[src/rtl/sc_fir_sequencer.sv]
// sc_fir_sequencer: control FSM for the stochastic-computing FIR datapath.
// Accepts one binary sample per handshake, shifts it into the tap delay line,
// runs one 2^N-cycle bitstream window, waits out the datapath pipeline and
// then holds the captured counter value on a valid/ready output.
//
//   state | meaning
//   IDLE  | ready for a sample or a flush request
//   LOAD  | one-cycle shift/seed-reload/counter-clear pulse
//   RUN   | bitstream window, SNG and counter enabled, stream_idx counting
//   DRAIN | counter absorbs in-flight bits for PIPE cycles, then capture
//   HOLD  | result presented until out_ready
module sc_fir_sequencer #(
  parameter int N      = 8,
  parameter int LENGTH = 19,
  parameter int PIPE   = 2,
  parameter int OW     = 4 * N
) (
  input  logic          clock,
  input  logic          reset,
  input  logic          in_valid,
  input  logic [N-1:0]  in_data,
  output logic          in_ready,
  input  logic          flush,
  output logic          tap_shift,
  output logic          tap_clear,
  output logic [N-1:0]  tap_data,
  output logic          sng_load,
  output logic          sng_en,
  output logic          cnt_clear,
  output logic          cnt_en,
  output logic [N-1:0]  stream_idx,
  input  logic [OW-1:0] cnt_result,
  output logic          out_valid,
  output logic [OW-1:0] out_data,
  input  logic          out_ready,
  output logic          warm
);

  localparam int CW = $clog2(LENGTH + 1);
  localparam logic [CW-1:0] CNT_MAX = CW'(LENGTH);
  // Drain down-counter is loaded with PIPE-1 and captures on terminal count 0.
  localparam int DW = (PIPE > 1) ? $clog2(PIPE) : 1;
  localparam logic [DW-1:0] DRAIN_LAST = DW'((PIPE > 0) ? PIPE - 1 : 0);
  localparam logic [N-1:0] IDX_LAST = '1;

  typedef enum logic [2:0] {IDLE, LOAD, RUN, DRAIN, HOLD} state_t;

  state_t        state;
  logic [CW-1:0] sample_cnt;
  logic [CW-1:0] sample_next;
  logic [DW-1:0] drain_cnt;

  // Saturating warm-up count of samples since reset or flush.
  always_comb begin
    sample_next = sample_cnt;
    if (sample_cnt != CNT_MAX) sample_next = sample_cnt + 1'b1;
  end

  // Sequencer FSM with all outputs registered.
  always_ff @(posedge clock or posedge reset) begin
    if (reset) begin
      state      <= IDLE;
      in_ready   <= 1'b1;
      tap_shift  <= 1'b0;
      tap_clear  <= 1'b0;
      tap_data   <= '0;
      sng_load   <= 1'b0;
      sng_en     <= 1'b0;
      cnt_clear  <= 1'b0;
      cnt_en     <= 1'b0;
      stream_idx <= '0;
      out_valid  <= 1'b0;
      out_data   <= '0;
      warm       <= 1'b0;
      sample_cnt <= '0;
      drain_cnt  <= '0;
    end else begin
      tap_shift <= 1'b0;
      tap_clear <= 1'b0;
      sng_load  <= 1'b0;
      cnt_clear <= 1'b0;
      case (state)
        IDLE: begin
          // A sample offered together with flush takes priority; flush is dropped.
          if (in_valid) begin
            tap_data   <= in_data;
            tap_shift  <= 1'b1;
            sng_load   <= 1'b1;
            cnt_clear  <= 1'b1;
            in_ready   <= 1'b0;
            stream_idx <= '0;
            sample_cnt <= sample_next;
            warm       <= (sample_next == CNT_MAX);
            state      <= LOAD;
          end else if (flush) begin
            tap_clear  <= 1'b1;
            sample_cnt <= '0;
            warm       <= 1'b0;
          end
        end
        LOAD: begin
          sng_en <= 1'b1;
          cnt_en <= 1'b1;
          state  <= RUN;
        end
        RUN: begin
          if (stream_idx == IDX_LAST) begin
            stream_idx <= '0;
            sng_en     <= 1'b0;
            drain_cnt  <= DRAIN_LAST;
            if (PIPE == 0) begin
              cnt_en    <= 1'b0;
              out_data  <= cnt_result;
              out_valid <= 1'b1;
              state     <= HOLD;
            end else begin
              state <= DRAIN;
            end
          end else begin
            stream_idx <= stream_idx + 1'b1;
          end
        end
        DRAIN: begin
          if (drain_cnt == '0) begin
            cnt_en    <= 1'b0;
            out_data  <= cnt_result;
            out_valid <= 1'b1;
            state     <= HOLD;
          end else begin
            drain_cnt <= drain_cnt - 1'b1;
          end
        end
        HOLD: begin
          if (out_ready) begin
            out_valid <= 1'b0;
            in_ready  <= 1'b1;
            state     <= IDLE;
          end
        end
        default: state <= IDLE;
      endcase
    end
  end

endmodule

[config.mk]
export PLATFORM = sky130hd
export DESIGN_NAME = sc_fir_sequencer
export DESIGN_NICKNAME = d
export VERILOG_FILES = /design/src/rtl/sc_fir_sequencer.sv
export SDC_FILE = /design/constraint.sdc
export NUM_CORES = 1
export LEC_CHECK = 0
export CAP_MARGIN = 20
export CORE_MARGIN = 1.5
export CORE_UTILIZATION = 30
export CTS_CLUSTER_SIZE = 30
export DETAILED_ROUTE_END_ITERATION = 6
export SETUP_SLACK_MARGIN = 0.02
export SLEW_MARGIN = 20
export SYNTH_ARGS = -nofsm -noshare
export SYNTH_HDL_FRONTEND = slang
export SYNTH_SLANG_ARGS = --single-unit
[constraint.sdc]
create_clock -name clock -period 2.95 [get_ports clock]
set_clock_uncertainty 0.2 [all_clocks]
set_input_delay 0.7375 -clock clock [delete_from_list [all_inputs] [get_ports clock]]
set_output_delay 0.7375 -clock clock [all_outputs]
set_load 0.005 [all_outputs]
; ---- Word level (Yosys, flattened, before mapping)
; Cells that the tools add are included.
[op_classes]
n_addsub = 3
n_eq_ne = 11
n_mux = 31
bitwise_logic = 1
n_reduce_logical = 18
[op_table]
columns = cell, count
row1 = $mux W8, 2
row2 = $pmux W8 S2, 1
row3 = $mux W1, 15
row4 = $mux W5, 3
row5 = $pmux W3 S5, 1
row6 = $reduce_and A2 Y1, 7
row7 = $reduce_bool A2 Y1, 7
row8 = $mux W3, 4
row9 = $pmux W1 S2, 5
row10 = $add A8 B1 Y8 const B, 1
row11 = $eq A8 B8 Y1 const B, 1
row12 = $ne A2 B2 Y1 const B, 4
row13 = $eq A3 B2 Y1 const B, 2
row14 = $reduce_and A3 Y1, 2
row15 = $add A5 B1 Y5 const B, 1
row16 = $eq A5 B5 Y1 const B, 1
row17 = $ne A5 B5 Y1 const B, 1
row18 = $reduce_and A4 Y1, 1
row19 = $eq A3 B1 Y1 const B, 1
row20 = $eq A3 B3 Y1 const B, 1
row21 = $logic_not A3 Y1, 1
row22 = $not A1 Y1, 1
row23 = $sub A1 B1 Y1 const B, 1
[totals]
regBits = 64
in_bits = 45
out_inout_bits = 57
word_cells = 77

; ---- Depth between registers and ports, before layout
[logic_depth]
ltp_word = 4
mapped_depth = 7
ltp_nobuf = 5

; ---- Worst setup path after synthesis
; No wires, ideal clock.
[synth_path]
kind = input -> register
startpoint = in in_valid
endpoint = reg stream_idx[0]
setup_time_ns = 0.125
arrival_ns = 1.654
required_time_ns = 2.625
slack_ns = 0.971
stages = 5
path_buffers = 1
path_cell_list = or4b_4 > buf_6 > clkinv_4 > nor2_2 > mux2_4
[synth_via]
elab_chain_len = 2
[synth_rtl]
columns = item, line
row1 = from (decl), 20  ; input logic in_valid,
row2 = $ne A2 B2 Y1 (no line), n/a
row3 = $reduce_and A2 Y1 (no line), n/a
row4 = to (signal assigned), 120  ; stream_idx <= stream_idx + 1'b1;
row5 = to (decl), 31  ; output logic [N-1:0] stream_idx,
; No other way between the ends.
; A chain may end at the register's enable or synchronous reset.

; ---- Worst setup path after layout
; Same ends and word-level chain as after synthesis.

==> results.cfg <==
[timing]
setup_viol = 0
finalCriticalPeriod_ps = 2320
max_freq_mhz = 431
slew_headroom_pct = 64.3
finalSetupTns_ps = 0
tightest_slew_ps = 530
rsz0062_at_grt = false
timing.final.crit_share_pct = 78.7
report.final.slew_viol_count = 0
finalHoldViolCount = 0
setup_slack_ps = 629

[run]
cap_violations = 0

[grt]
antenna_found_initial = 0
grt.total_usage_pct = 12.8
grt_pass1_wl_um = 10000
grt_pass1_vias = 2063
grt_start_max_net_pins = 65
grt_overflow = 0

[setup_path]
end_kind = flip-flop
worstSetupStartpointType = primary input
cp-endpoint = stream_idx[0]
cp-startpoint = in_valid
r2r_start = state[2]
worstRegToRegCells = 4
cp.arrival_ps = 2330
r2r_slack_ps = 830
cp_data_required_time_ps = 2960
r2r_end = out_data[2]
crit_type = in2reg
crit_fanout = 16

[floorplan]
die-area_sq_um = 9700
ios = 102
start_util_pct = 31.2
die_x_um = 98.5
rows = 34
die_y_um = 98.5
core_sq_um = 8760

[route]
drt_wl_total_um = 6020
ant_nets = 0
drtPass1Iterations = 4
post-route-drc-count = 0
vias = 2068
wl_per_cell_um = 13.5
drt-initial-drc-count = 83
via_per_inst = 4.65

[synth]
yosysWarningCount = 0
synth-xor-area-share_pct = 0.960
syn_inst = 230
synthFlopType = dfrtp_1
synth_compound_area_share_pct = 7.64
synth_area_per_cell_sq_um = 11.9
seq_area_frac_synth_pct = 58.6
synthesis.area_sq_um = 2740
synthAdderAreaFrac_pct = 0.914
synth_top_area_share_pct = 57.6
synth_top_family_by_area = multiplexers
ys_types = 43
ys_async_sr_fraction_pct = 100
synth_area_leader_cell = dfrtp_1
synth_nets = 277
synth.mux.area_fraction_pct = 14.1
yosys_register_bits = 64
synth.area.top_cells = dfrtp_1, mux2_2, mux2_1
synth-simple-area-share_pct = 13.7
synth_edf_count = 0

[finish]
fillCellCount = 836
drive_above_1_share_pct = 13.9
utilization_pct = 46.2
nets = 379
final_common_cell = clkdlybuf4s50_1
final_cells = 445
layout_common_cells = clkdlybuf4s50_1, dfrtp_1, nand2_1
synthToLayoutAreaGrowth_pct = 47.8
diodes = 0

[clocking]
cts_buffers = 9
cts_buffer_depth = 2
cts.sinks = 64
clkTransAtPathRegs_ps = 70
cts.repair.resized = 0
cts_tree = built
cts-root-buf = clkbuf_8
cts_hold_buf = 0
post-cts-setup-buffer-count = 0
cts_max_level = 3
worstSkewPairLatency_ps = 330

[placed_design]
gp_congestion = 0.798
portBuffers = 101
dp_cells = 429
place_ws_ps = 280
dp.final_hpwl_um = 4220

[run_status]
status = finished, final reports clean

[worst_hold_path]
min_path_type = reg2reg
min_from = tap_data[4]

[power]
worst_ir_drop_vdd_mv = 0.320
power.leakage_nw = 1.75
powerDensity_nw_per_um2 = 1000
area by class of cell:
cell class                 count  area (sq um)  area share (%)
clock inverter                 5          55.1            1.36
inverter                       5          23.8           0.588
clock buffer                  11           151            3.74
tap                          108           135            3.34
multi-input combinational    149          1030            25.4
timing repair buffer         103          1050            26.0
sequential                    64          1600            39.6
state kept, by name, summed over array words and instances, names as in the netlist:
signal and count:
in_ready 1, drain_cnt 1, tap_clear 1, sng_en 1, tap_data 8, sample_cnt 5, cnt_clear 1, cnt_en 1
state 3, out_data 32, out_valid 1, warm 1, stream_idx 8
metrics by stage:
stage / area [sq um] / total power, mW / hold WS, ps
final: 4050 / 4.05 / 279
after global routing: 4050 / 4.37 / 300
after CTS: 4050 / 4.13 / 288
after detailed placement: 3840 / 3.33 / 271
after global placement: 3840 / 3.29 / 263
after floorplan: 2740 / 2.41 / 267
critical path, stage by stage:
cell	delay, ps
clkdlybuf4s50_1	500
or4b_4	600
clkinv_4	160
nor2_2	60
mux2_4	260
worst min-delay path by stage:
stage / endpoint / depth (start not counted) / slack [ps]
detailed placement: tap_data[7] / 2 / 270
finish: tap_data[4] / 2 / 280
global placement: tap_data[3] / 2 / 260
CTS: tap_data[7] / 2 / 290
global route: out_data[20] / 1 / 300
floorplan: tap_data[0] / 2 / 270
logic make-up (layout without fill, tap and decap cells):
group,after synthesis,in the layout
and+or+nand+nor,77,77
DFF,64,64
muxes,34,34
AOI/OAI and AO/OA,33,33
buffers and inverters,17,124
xor gates and xnor gates,3,3
adders and majority gates,2,2
metal layers:
metal | global-route usage, % | up-vias | wire, um
li1 | - | 992 | -
met1 | 17.2 | 1001 | 2810
met2 | 19.9 | 65 | 2810
met3 | 2.98 | 10 | 294
met4 | 5.63 | 0 | 98
met5 | 0 | - | 0
cell usage after synthesis, types with 2 or more instances:
| cell type | n |
|---|---|
| a31oi_1 | 4 |
| ha_1 | 2 |
| buf_4 | 2 |
| nor2_2 | 2 |
| a21oi_1 | 7 |
| xor2_1 | 3 |
| mux2_2 | 18 |
| nor2_1 | 13 |
| nand2_1 | 39 |
| dfrtp_1 | 63 |
| o21ai_0 | 6 |
| buf_6 | 4 |
| inv_1 | 4 |
| and3_1 | 3 |
| o21ai_1 | 6 |
| buf_2 | 5 |
| nand3_1 | 5 |
| a21o_1 | 2 |
| mux2_1 | 14 |
| nand2b_1 | 4 |
| nor3_1 | 2 |
power by group:
group | switching (mW) | internal [mW] | total (mW)
combinational | 0.649 | 1.08 | 1.73
clock | 0.334 | 0.433 | 0.767
sequential | 0.279 | 1.27 | 1.55
Note: power is estimated with default switching activity, not from simulation.
